--- src/rtl/unsigned_product_accumulator.sv ---
// Unsigned product accumulator: sums a programmed number of multiplier products
// into a wide accumulator and hands the total out over a valid/ready handshake.
// ACC_WIDTH must be at least PRODUCT_WIDTH.
module unsigned_product_accumulator #(
    parameter int unsigned PRODUCT_WIDTH = 16,
    parameter int unsigned ACC_WIDTH     = 24,
    parameter int unsigned COUNT_WIDTH   = 4
) (
    input  logic                     Clock_In,
    input  logic                     Reset_N_In,
    input  logic                     Start_In,
    input  logic [COUNT_WIDTH-1:0]   Length_In,
    output logic                     Enable_Out,
    input  logic [PRODUCT_WIDTH-1:0] Product_In,
    input  logic                     Product_Valid_In,
    output logic                     Product_Ready_Out,
    output logic [ACC_WIDTH-1:0]     Result_Out,
    output logic                     Result_Valid_Out,
    input  logic                     Result_Ready_In,
    output logic                     Overflow_Out,
    output logic                     Busy_Out
);

    typedef enum logic [1:0] {StIdle, StAccum, StDone} state_e;

    state_e                   state_q, state_d;
    logic [ACC_WIDTH-1:0]     acc_q, acc_d;
    logic [COUNT_WIDTH-1:0]   remaining_q, remaining_d;
    logic                     overflow_q, overflow_d;

    logic                     accept;
    logic [PRODUCT_WIDTH-1:0] product_gated;
    logic [ACC_WIDTH:0]       sum;

    // Gate the product bus so a floating multiplier output never reaches the adder.
    assign product_gated = Enable_Out ? Product_In : '0;
    assign accept        = (state_q == StAccum) && Product_Valid_In;
    // One extra bit catches the carry-out used for overflow detection.
    assign sum           = {1'b0, acc_q} + (ACC_WIDTH + 1)'(product_gated);

    // Outputs are decoded purely from the current state and the registered sum.
    always_comb begin
        Enable_Out        = (state_q == StAccum);
        Product_Ready_Out = (state_q == StAccum);
        Result_Valid_Out  = (state_q == StDone);
        Busy_Out          = (state_q == StAccum) || (state_q == StDone);
        Result_Out        = acc_q;
        Overflow_Out      = overflow_q;
    end

    // Next-state logic for the FSM, accumulator, term counter and sticky overflow.
    always_comb begin
        state_d     = state_q;
        acc_d       = acc_q;
        remaining_d = remaining_q;
        overflow_d  = overflow_q;
        unique case (state_q)
            StIdle: begin
                if (Start_In) begin
                    remaining_d = Length_In;
                    acc_d       = '0;
                    overflow_d  = 1'b0;
                    state_d     = (Length_In == '0) ? StDone : StAccum;
                end
            end
            StAccum: begin
                if (accept) begin
                    acc_d       = sum[ACC_WIDTH-1:0];
                    overflow_d  = overflow_q | sum[ACC_WIDTH];
                    remaining_d = remaining_q - COUNT_WIDTH'(1);
                    if (remaining_q == COUNT_WIDTH'(1)) begin
                        state_d = StDone;
                    end
                end
            end
            StDone: begin
                // Start is deliberately ignored here, even alongside the handshake.
                if (Result_Ready_In) begin
                    state_d = StIdle;
                end
            end
            default: state_d = StIdle;
        endcase
    end

    // State registers with synchronous active-low reset; reset discards any partial sum.
    always_ff @(posedge Clock_In) begin
        if (!Reset_N_In) begin
            state_q     <= StIdle;
            acc_q       <= '0;
            remaining_q <= '0;
            overflow_q  <= 1'b0;
        end else begin
            state_q     <= state_d;
            acc_q       <= acc_d;
            remaining_q <= remaining_d;
            overflow_q  <= overflow_d;
        end
    end

endmodule

--- config.mk ---
export PLATFORM = sky130hd
export DESIGN_NAME = unsigned_product_accumulator
export DESIGN_NICKNAME = d
export VERILOG_FILES = /design/src/rtl/unsigned_product_accumulator.sv
export SDC_FILE = /design/constraint.sdc
export NUM_CORES = 1
export LEC_CHECK = 0
export CAP_MARGIN = 5
export CORE_ASPECT_RATIO = 0.7
export CORE_MARGIN = 4
export CORE_UTILIZATION = 25
export CTS_BUF_LIST = sky130_fd_sc_hd__clkbuf_4 sky130_fd_sc_hd__clkbuf_8 sky130_fd_sc_hd__clkbuf_16
export DETAILED_ROUTE_END_ITERATION = 16
export GPL_TIMING_DRIVEN = 0
export HOLD_SLACK_MARGIN = 0.06
export PLACE_DENSITY = 0.5
export SLEW_MARGIN = 10
export SYNTH_ARGS = -nofsm -noshare
export SYNTH_HDL_FRONTEND = slang
export SYNTH_SLANG_ARGS = --single-unit
--- constraint.sdc ---
create_clock -name Clock_In -period 3.2 [get_ports Clock_In]
set_input_delay 0.48 -clock Clock_In [delete_from_list [all_inputs] [get_ports Clock_In]]
set_output_delay 0.48 -clock Clock_In [all_outputs]
set_load 0.05 [all_outputs]
==> impl_metrics.yaml <==
run_status:
  outcome: "finished, final reports clean"
clocking:
  numCtsBuffers: 5
  hold_buffers: 0
  cts_root_buffer: "clkbuf_16"
  clk_pin_slew_ps: 50
  htree_levels: 2
  clock_latency_ps: 280
  cts_tree: "done"
  cts_sinks: 31
  cts_buffer_depth: 2
grt:
  grtUsageTotal_pct: 12.4
  grt_use_met1_pct: 17.8
  grt_max_degree: 20
  grt-busiest-layer: "met2"
  antenna_found_initial: 0
  grt_use_met3_pct: 2.72
  overflow: 0
  grtUsageMet2_pct: 19.2
  grt_pass1_wl_um: 11300
  grt_pass1_vias: 2260
cells_and_area:
  layout-drive-gt1-share_pct: 8.59
  multi_input_area_sq_mm: 0.00171
  area_growth_pct: 37.3
  regArea_sq_um: 621
  fin_nets: 407
  final_cell_area_sq_mm: 0.00327
  diodes: 0
  num-fill-cells: 987
die:
  die_width_um: 125
  num_rows: 29
  io-pin-count: 54
  die_h_um: 89.6
  initial_core_util_pct: 25.9
  die_area_sq_mm: 0.0112
  core_area_sq_mm: 0.00918
critical_path:
  path_class: "reg2reg"
  cp.arrival_ps: 3220
  critPathCaptureType: "register"
  r2r-start: "state_q[1]"
  cp_top_family: "compound AO/OA/AOI/OAI gates"
  start_kind: "register"
  critPathSlowestCell: "or4_1"
  critPathBufInv: 2
  reg2reg_slack_ps: 170
  max_stage_delay_ps: 490
  path_max_fanout: 19
  critPathRequiredTime_ps: 3400
  r2r_end: "Result_Out[18]"
  r2r_cells: 12
  path_cells: "inv_1 -> ha_4 -> buf_6 -> and2_1 -> ha_2 -> fa_2 -> a21oi_2 -> o211a_4 -> o31ai_4 -> a31oi_2 -> or4_1 -> a31oi_1"
synth:
  ys_ff_latch: 31
  synth_xor_area_share_pct: 3.31
  syn_nets: 346
  synthCells: 299
  avgSynthCellArea_sq_um: 7.95
  synth_top_family_by_area: "compound AO/OA/AOI/OAI gates"
  synth_compound_gate_area_share_pct: 28.9
  synth_edf_count: 0
  synth_mux_area_share_pct: 0.842
  yosysSeqAreaShare_pct: 26.1
  ys.flop_type: "dfxtp_1"
  ys_types: 52
  yosys_warnings: 0
  synth_fa_ha_area_share_pct: 11.9
  synth_simple_gate_area_share_pct: 25.5
  netlist_area_sq_mm: 0.00238
  synthArstFlopShare_pct: 0
sta:
  finalHoldViolCount: 0
  max_slew_margin_pct: 35.6
  finalCritPeriodShare_pct: 94.6
  rsz0062_at_grt: "no"
  timing.final.crit_period_ps: 3030
  tns_ps: 0
  fmaxAchievable_mhz: 330
  finClkSkew_ps: 5.21
  setup_viol: 0
  max_slew.worst_pin.slew_ps: 961
  slew_violations: 0
worst_hold_path:
  holdPathStages: 2
  hp-class: "reg2reg"
  hp-start: "Overflow_Out"
  min_delay_worst_endpoint: "Overflow_Out"
route:
  antenna_left: 0
  route.detailed.drc: 0
  routed_via_density: 4.98
  first_pass_iters: 4
  post_drt_wl_per_cell_um: 14.3
  drt_iter0_drc: 154
  totalWireLength_um: 6940
  vias: 2413
power_and_ir_drop:
  internal_power_mw: 1.04
  peakVddDrop_uv: 191
  power_frac_seq_pct: 25.9
  comb_power_share_pct: 47.5
  p_sw_share_pct: 42.0
  switchingPower_mw: 0.751
  clkPwrFrac_pct: 26.6
  p_leak_nw: 1.28
  powerDensity_mw_per_mm2: 547
placement:
  gp_congestion: 0.826
  post_dp_cell_area_sq_mm: 0.00308
  post-dp-hpwl_um: 5280
  io_buffer_count: 53
flow_run:
  max_cap_viol_count: 0
-- sequential cells by signal, summed over array words and instances (netlist names) --
register	flops
state_q	2
Overflow_Out	1
remaining_q	4
Result_Out	24
-- layout make-up --
| cell class | instances | share of cell area, % |
|---|---|---|
| clock buffers | 7 | 4.29 |
| multi-input cells | 247 | 52.3 |
| flip-flops and latches | 31 | 19.0 |
| plain buffers | 9 | 1.42 |
| well taps | 124 | 4.75 |
| clock inverters | 1 | 0.153 |
| inverters | 10 | 1.15 |
| repair buffers | 56 | 16.9 |
-- routing by layer --
| layer | share of wire (%) | routed length [um] |
|---|---|---|
| met1 | 54 | 3730 |
| met2 | 41 | 2860 |
| met3 | 4.1 | 284 |
| met4 | 0.91 | 63 |
| met5 | 0 | 0 |
-- power by group through the flow --
stage | Sequential [mW] | Clock (mW) | Combinational, mW
5_1_grt | 0.469 | 0.502 | 0.943
6_report | 0.463 | 0.475 | 0.849
2_1_floorplan | 0.496 | 0 | 0.574
3_5_place_dp | 0.471 | 0 | 0.846
3_3_place_gp | 0.471 | 0 | 0.842
4_1_cts | 0.463 | 0.489 | 0.849
-- logic make-up (layout without fill, tap and decap cells) --
logic type	count (synthesis)	after routing
AO/OA/AOI/OAI	99	99
multiplexers	2	2
adder cells (fa/ha/maj)	22	22
XOR/XNOR	9	9
buffers and inverters	21	83
AND/OR/NAND/NOR	115	115
flip-flops	31	31
-- layout by cell type (no fill, tap or decap), drive strengths merged, types with 4 or more instances in the layout --
master	Yosys	final
a21boi	5	5
a21o	7	7
a21oi	25	25
a22oi	6	6
a31oi	5	5
and2	18	18
and3	6	6
buf	1	5
clkbuf	10	14
clkdlybuf4s50	0	53
dfxtp	31	31
ha	21	21
inv	10	10
nand2	34	34
nand2b	5	5
nand3	8	8
nand4	5	5
nor2	10	10
nor2b	7	7
nor3	7	7
o211ai	7	7
o21a	4	4
o21ai	19	19
o31ai	4	4
or3	5	5
xnor2	6	6
-- cells in the mapped netlist (2+ instances only) --
cell type / instances / area share, %
a211o_1: 2 / 0.74
a211oi_1: 2 / 0.63
a21boi_0: 5 / 1.6
a21o_1: 6 / 1.9
a21oi_1: 24 / 5.1
a22oi_1: 6 / 1.9
a31oi_1: 4 / 1.1
a41oi_1: 2 / 0.74
and2_1: 17 / 4.5
and3_1: 5 / 1.3
clkbuf_1: 10 / 1.6
dfxtp_1: 31 / 26
ha_1: 21 / 11
inv_1: 10 / 1.6
mux2i_1: 2 / 0.84
nand2_1: 33 / 5.2
nand2b_1: 5 / 1.3
nand3_1: 8 / 1.7
nand3b_1: 2 / 0.63
nand4_1: 5 / 1.3
nor2_1: 10 / 1.6
nor2b_1: 7 / 1.8
nor3_1: 7 / 1.5
nor4_1: 3 / 0.79
o2111ai_1: 2 / 0.74
o211a_1: 2 / 0.84
o211ai_1: 7 / 2.2
o21a_1: 4 / 1.3
o21ai_0: 15 / 3.2
o21ai_1: 4 / 0.84
o31ai_1: 3 / 0.95
or2_2: 2 / 0.53
or3_1: 5 / 1.3
or4_1: 3 / 0.95
xnor2_1: 6 / 2.2
xor2_1: 3 / 1.1
-- worst min-delay path: stages, from the launching register on --
cell,delay (ps)
dfxtp_1,330
nand2_1,40
o21ai_0,60
-- through the flow --
step / hold slack (ps) / total power, mW / util, % / std cells / worst slack (ps)
final: 461 / 1.79 / 35.6 / 485 / 171
after global placement: 444 / 1.31 / 33.5 / 476 / -344
after detailed placement: 452 / 1.32 / 33.5 / 476 / -371
after floorplan: 454 / 1.07 / - / 299 / 63.3
after CTS: 466 / 1.80 / 35.1 / 483 / 31.9
after global routing: 486 / 1.91 / 35.6 / 485 / 2.43
-- how the worst max path moves through the flow --
stage | startpoint | end | slack [ps] | cells after the start
3_3_place_gp | state_q[1] | Result_Out[18] | -340 | 13
6_report | state_q[1] | Result_Out[18] | 170 | 12
2_1_floorplan | state_q[1] | Result_Out[18] | 60 | 13
5_1_grt | state_q[1] | Result_Out[18] | 2 | 12
3_5_place_dp | state_q[1] | Result_Out[18] | -370 | 13
4_1_cts | state_q[1] | Result_Out[18] | 30 | 12
-- what timing repair did --
action,CTS,global route
gates resized for setup,2,8
setup endpoints to repair,10,7
pin swaps,1,2
buffers inserted,0,3
(Power assumes the default switching activity.)
